### config.mk
export PLATFORM = sky130hd
export DESIGN_NAME = branch_ctrl
export DESIGN_NICKNAME = d
export VERILOG_FILES = /design/src/rtl/branch_ctrl_pkg.sv /design/src/rtl/branch_ctrl_cond.sv /design/src/rtl/branch_ctrl.sv
export SDC_FILE = /design/constraint.sdc
export NUM_CORES = 1
export LEC_CHECK = 0
export BUFFER_PORTS_ARGS = -buffer_cell sky130_fd_sc_hd__buf_2
export CAP_MARGIN = 20
export CORE_UTILIZATION = 50
export CTS_CLUSTER_SIZE = 10
export DETAILED_ROUTE_END_ITERATION = 16
export GPL_TIMING_DRIVEN = 1
export PLACE_DENSITY = 0.87
export SYNTH_ARGS = -nofsm -noshare
export SYNTH_HDL_FRONTEND = slang
export SYNTH_SLANG_ARGS = --single-unit
### constraint.sdc
create_clock -name clk -period 2.5 [get_ports clk]
set_input_delay 0.375 -clock clk [delete_from_list [all_inputs] [get_ports clk]]
set_output_delay 0.375 -clock clk [all_outputs]
set_load 0.1 [all_outputs]
### src/rtl/branch_ctrl_pkg.sv
// Shared definitions for the EX-stage branch resolution controller:
// RV32I branch funct3 encodings and the redirect FSM state type.
package branch_ctrl_pkg;

  localparam logic [2:0] F3_BEQ  = 3'b000;
  localparam logic [2:0] F3_BNE  = 3'b001;
  localparam logic [2:0] F3_BLT  = 3'b100;
  localparam logic [2:0] F3_BGE  = 3'b101;
  localparam logic [2:0] F3_BLTU = 3'b110;
  localparam logic [2:0] F3_BGEU = 3'b111;

  typedef enum logic {
    ST_RUN      = 1'b0,
    ST_REDIRECT = 1'b1
  } br_state_t;

endpackage

### src/rtl/branch_ctrl_cond.sv
// Combinational branch condition evaluation: funct3 + comparator flags
// to taken / reserved-encoding indication.
module branch_ctrl_cond
  import branch_ctrl_pkg::*;
(
  input  logic [2:0] i_funct3,
  input  logic       i_eq,
  input  logic       i_lt,
  output logic       o_taken,
  output logic       o_illegal
);

  always_comb begin
    // NOTE: every output gets a default first so no path can infer a latch.
    o_taken   = 1'b0;
    o_illegal = 1'b0;
    unique case (i_funct3)
      F3_BEQ:           o_taken = i_eq;
      F3_BNE:           o_taken = !i_eq;
      F3_BLT, F3_BLTU:  o_taken = i_lt;
      F3_BGE, F3_BGEU:  o_taken = !i_lt;
      default:          o_illegal = 1'b1;
    endcase
  end

endmodule

### src/rtl/branch_ctrl.sv
// EX-stage branch/jump resolution: static predict-not-taken, one-cycle
// registered redirect with squash of wrong-path stages, and branch counters.
module branch_ctrl
  import branch_ctrl_pkg::*;
#(
  parameter int XLEN  = 32,
  parameter int CNT_W = 32
) (
  input  logic             clk,
  input  logic             rst,
  input  logic             ex_valid,
  input  logic             ex_is_branch,
  input  logic             ex_is_jump,
  input  logic [2:0]       ex_funct3,
  input  logic [XLEN-1:0]  ex_target,
  input  logic             stall,
  input  logic             eq,
  input  logic             lt,
  output logic             br_un,
  output logic             redirect_valid,
  output logic [XLEN-1:0]  redirect_pc,
  output logic             flush_if_id,
  output logic             flush_id_ex,
  output logic             kill_ex,
  output logic             illegal_br,
  output logic [CNT_W-1:0] br_count,
  output logic [CNT_W-1:0] taken_count
);

  br_state_t        r_state;
  logic             r_redirect_valid;
  logic [XLEN-1:0]  r_redirect_pc;
  logic             r_flush_if_id;
  logic             r_flush_id_ex;
  logic             r_kill_ex;
  logic             r_illegal_br;
  logic [CNT_W-1:0] r_br_count;
  logic [CNT_W-1:0] r_taken_count;

  logic w_cond_taken;
  logic w_cond_illegal;
  logic w_resolve;
  logic w_is_cond;
  logic w_taken;

  branch_ctrl_cond u_cond (
    .i_funct3  (ex_funct3),
    .i_eq      (eq),
    .i_lt      (lt),
    .o_taken   (w_cond_taken),
    .o_illegal (w_cond_illegal)
  );

  assign br_un = ex_funct3[1];

  // kill_ex is high exactly in REDIRECT, so it also blocks wrong-path resolution.
  assign w_resolve = ex_valid && !stall && !r_kill_ex && (ex_is_branch || ex_is_jump);
  assign w_is_cond = ex_is_branch && !ex_is_jump;
  assign w_taken   = ex_is_jump || (w_is_cond && w_cond_taken);

  always_ff @(posedge clk) begin
    // NOTE: sequential state uses non-blocking assignments only.
    if (rst) begin
      r_state          <= ST_RUN;
      r_redirect_valid <= 1'b0;
      r_redirect_pc    <= '0;
      r_flush_if_id    <= 1'b0;
      r_flush_id_ex    <= 1'b0;
      r_kill_ex        <= 1'b0;
      r_illegal_br     <= 1'b0;
    end else begin
      r_redirect_valid <= 1'b0;
      r_flush_if_id    <= 1'b0;
      r_flush_id_ex    <= 1'b0;
      r_kill_ex        <= 1'b0;
      r_illegal_br     <= w_resolve && w_is_cond && w_cond_illegal;
      unique case (r_state)
        ST_RUN: begin
          if (w_resolve && w_taken) begin
            r_state          <= ST_REDIRECT;
            r_redirect_pc    <= ex_target;
            r_redirect_valid <= 1'b1;
            r_flush_if_id    <= 1'b1;
            r_flush_id_ex    <= 1'b1;
            r_kill_ex        <= 1'b1;
          end
        end
        ST_REDIRECT: r_state <= ST_RUN;
        default:     r_state <= ST_RUN;
      endcase
    end
  end

  always_ff @(posedge clk) begin
    if (rst) begin
      r_br_count    <= '0;
      r_taken_count <= '0;
    end else begin
      if (w_resolve && w_is_cond) r_br_count    <= r_br_count + CNT_W'(1);
      if (w_resolve && w_taken)   r_taken_count <= r_taken_count + CNT_W'(1);
    end
  end

  assign redirect_valid = r_redirect_valid;
  assign redirect_pc    = r_redirect_pc;
  assign flush_if_id    = r_flush_if_id;
  assign flush_id_ex    = r_flush_id_ex;
  assign kill_ex        = r_kill_ex;
  assign illegal_br     = r_illegal_br;
  assign br_count       = r_br_count;
  assign taken_count    = r_taken_count;

endmodule

==> flow_metrics.py <==
metrics = {
    "floorplan": {
        "core_um2": 8260,
        "row_count": 33,
        "pin_count": 145,
        "dieArea_um2": 8950,
        "die-height_um": 94.6,
        "chipWidth_um": 94.6,
        "start_util_pct": 52.0,
    },
    "clock_network": {
        "htreeDepth": 3,
        "cts_tree": "yes",
        "clock_latency_ns": 0.36,
        "clock_sinks": 98,
        "cts_made_buffers": 9,
        "clkTransAtPathRegs_ns": 0.09,
        "cts_hold_buf": 0,
        "root_buffer": "clkbuf_8",
        "clock_path_buffers": 2,
        "post_cts_resized": 0,
        "postCtsSetupBuffers": 0,
    },
    "timing": {
        "setup_tns_ns": 0,
        "slew_headroom_pct": 43.4,
        "finClkSkew_ns": 0.00999,
        "setup_viol_count_final": 0,
        "finalCritPeriodShare_pct": 83.4,
        "rsz0062_at_grt": "false",
        "finalHoldViolCount": 0,
        "tightest_slew_ns": 0.848,
        "slew_viol_final": 0,
        "period_minus_slack_ns": 2.08,
        "max_freq_ghz": 0.480,
        "whs_ns": 0.246,
    },
    "logic_synthesis": {
        "ys_ff_latch": 98,
        "async_flop_share_pct": 0,
        "seq_area_frac_synth_pct": 45.7,
        "synth_fa_ha_area_share_pct": 0.583,
        "synth_edf_count": 0,
        "synth_flop_cell": "dfxtp_1",
        "synth_top_family_by_area": "simple AND/OR/NAND/NOR gates",
        "avgSynthCellArea_um2": 8.23,
        "synth_area_um2": 4290,
        "postSynthCellCount": 521,
        "synth-xor-area-share_pct": 8.57,
        "ys.warnings.count": 0,
        "synth_mux_area_share_pct": 1.02,
        "ys_top_cells_by_area": "dfxtp_1 46%, nand2_1 7.3%, a21oi_1 5.5%",
        "synth_top_area_cell": "dfxtp_1",
        "synthSimpleGateAreaFrac_pct": 28.1,
        "syn_nets": 566,
        "synth_cell_types": 40,
        "yosysTopAreaCellShare_pct": 45.7,
        "synth_compound_area_share_pct": 12.0,
    },
    "cells_and_area": {
        "seq_area_um2": 1980,
        "fin_nets": 699,
        "diodes": 0,
        "fill_cells": 731,
        "stdcell_area_um2": 5320,
        "layout-drive-gt1-share_pct": 29.5,
        "multiInputGateArea_um2": 2160,
        "area_delta_synth_final_pct": 24.0,
    },
    "place": {
        "place.gp.congestion": 0.880,
        "dp_hpwl_mm": 7.72,
        "portBuffers": 144,
        "place_area_um2": 5110,
    },
    "worst_setup_path": {
        "worstPathArrival_ns": 2.37,
        "end_kind": "flip-flop",
        "worstPathMaxFanout": 6,
        "startpoint": "taken_count[9]$_SDFFE_PP0P_",
        "startpoint_type": "flip-flop",
        "path_class": "flip-flop to flip-flop",
        "path_cells": "nand4_1, or2_1, or3_4, or4_1, a21oi_1",
        "worstPathRequired_ns": 2.79,
        "crit_slowest_cell": "or4_1",
        "cpPeakStageDelay_ns": 0.51,
        "r2r-start": "taken_count[9]$_SDFFE_PP0P_",
    },
    "pwr": {
        "powerDensity_nw_per_um2": 572,
        "peakVddDrop_v": 0.000441,
        "power.leakage_nw": 2.22,
    },
    "drt": {
        "ant_nets": 0,
        "routedWlPerCell_um": 14.1,
        "drt-initial-drc-count": 190,
        "via_count": 4192,
        "routed_wl_mm": 10.8,
        "avgViaCountPerCell": 5.49,
        "drc_errors": 0,
        "first_pass_iters": 4,
    },
    "outcome": {
        "outcome": "complete, no violations",
    },
    "min_path": {
        "worstHoldStart": "ex_target[16]",
        "min-delay-path-class": "primary input to flip-flop",
    },
    "job": {
        "max-cap-violations": 0,
    },
    "global_route": {
        "grt_max_degree": 47,
        "overflow": 0,
        "grt_util_all_layers_pct": 24.4,
        "grt_pass1_wl_mm": 17.2,
        "grt_pass1_vias": 3667,
        "antenna_found_initial": 0,
    },
}
## metrics by stage
step | instances | utilization (%) | power (mW) | setup WS (ns)
finish | 763 | 64.4 | 3.04 | 0.415
global route | 763 | 64.4 | 3.16 | 0.300
CTS | 763 | 64.4 | 3.07 | 0.435
detailed placement | 748 | 61.9 | 1.99 | 0.440
global placement | 748 | 61.9 | 1.98 | 0.518
floorplan | 521 | - | 1.91 | 0.00706
## area by class of cell
| class | count | area share, % |
|---|---|---|
| inverters | 8 | 0.565 |
| multi-input cells | 382 | 40.7 |
| repair buffers | 155 | 15.1 |
| flip-flops and latches | 98 | 37.3 |
| clock buffers | 10 | 2.40 |
| well taps | 105 | 2.47 |
| clock inverters | 5 | 1.51 |
## metal layers
metal	GRT usage [%]	part of all wire, %
met5	0	0
met4	9.60	1.2
met3	6.28	6.7
met2	40.3	50
met1	30.3	42
## kinds of logic (layout without fill, tap and decap cells)
group	count (synthesis)	after routing
buffers and inverters	41	178
DFF	98	98
xor gates and xnor gates	42	42
muxes	4	4
AOI/OAI and AO/OA	88	88
and+or+nand+nor	246	246
adders and majority gates	2	2
## path summary, 6_finish.rpt
kind	endpoint	slack (ns)	cells after the start
worst max-delay path	taken_count[19]$_SDFFE_PP0P_	0.42	5
worst min register to register	redirect_pc[16]$_SDFFE_PP0P_	0.45	2
worst min-delay path	redirect_pc[16]$_SDFFE_PP0P_	0.25	3
worst max register to register	taken_count[19]$_SDFFE_PP0P_	0.42	5
## cells in the final DEF (no fill, tap or decap), types with 7 or more instances in the layout
| cell | instances |
|---|---|
| nor3_1 | 16 |
| and3_1 | 7 |
| o211ai_1 | 9 |
| buf_4 | 11 |
| a21oi_1 | 47 |
| clkbuf_8 | 9 |
| or3_1 | 11 |
| dfxtp_1 | 81 |
| o21ai_0 | 12 |
| inv_1 | 8 |
| nand2_1 | 84 |
| buf_2 | 144 |
| nand4_1 | 15 |
| xor2_1 | 26 |
| nor2_1 | 55 |
| dfxtp_2 | 17 |
| nand3_1 | 20 |
| xnor2_1 | 16 |
## synthesized netlist by cell type (2+ instances only)
library cell and count:
a21oi_1 47, and2_1 6, and3_1 7, and4_1 6, buf_1 2, buf_4 4, clkbuf_1 27, dfxtp_1 98
ha_1 2, inv_1 8, mux2_2 3, nand2_1 84, nand3_1 20, nand4_1 15, nor2_1 55, nor2b_1 3
nor3_1 16, nor3b_1 3, nor4_1 6, o2111ai_1 5, o211ai_1 9, o21a_1 5, o21ai_0 12, o21ai_1 3
o31a_1 2, o31ai_1 4, or3_1 11, or4_1 6, xnor2_1 16, xor2_1 26
## flip-flops by register name, summed over array words and instances, names as in the netlist
register and cells:
redirect_pc 32, taken_count 32, illegal_br 1, r_state 1, br_count 32
## where the power goes
part	internal [mW]	leakage, nW	switching (mW)
clock network	0.557	0.0984	0.534
logic	0.0693	1.32	0.284
registers	1.58	0.800	0.0157
total	2.21	2.22	0.833
## worst max-delay path: cells and delay by family, from the launching register on
family,cells,cell delay (ns)
DFF,1,0.37
AOI/OAI and AO/OA,1,0.14
and+or+nand+nor,4,1.50
No activity file was read; power rests on OpenSTA's default activity.
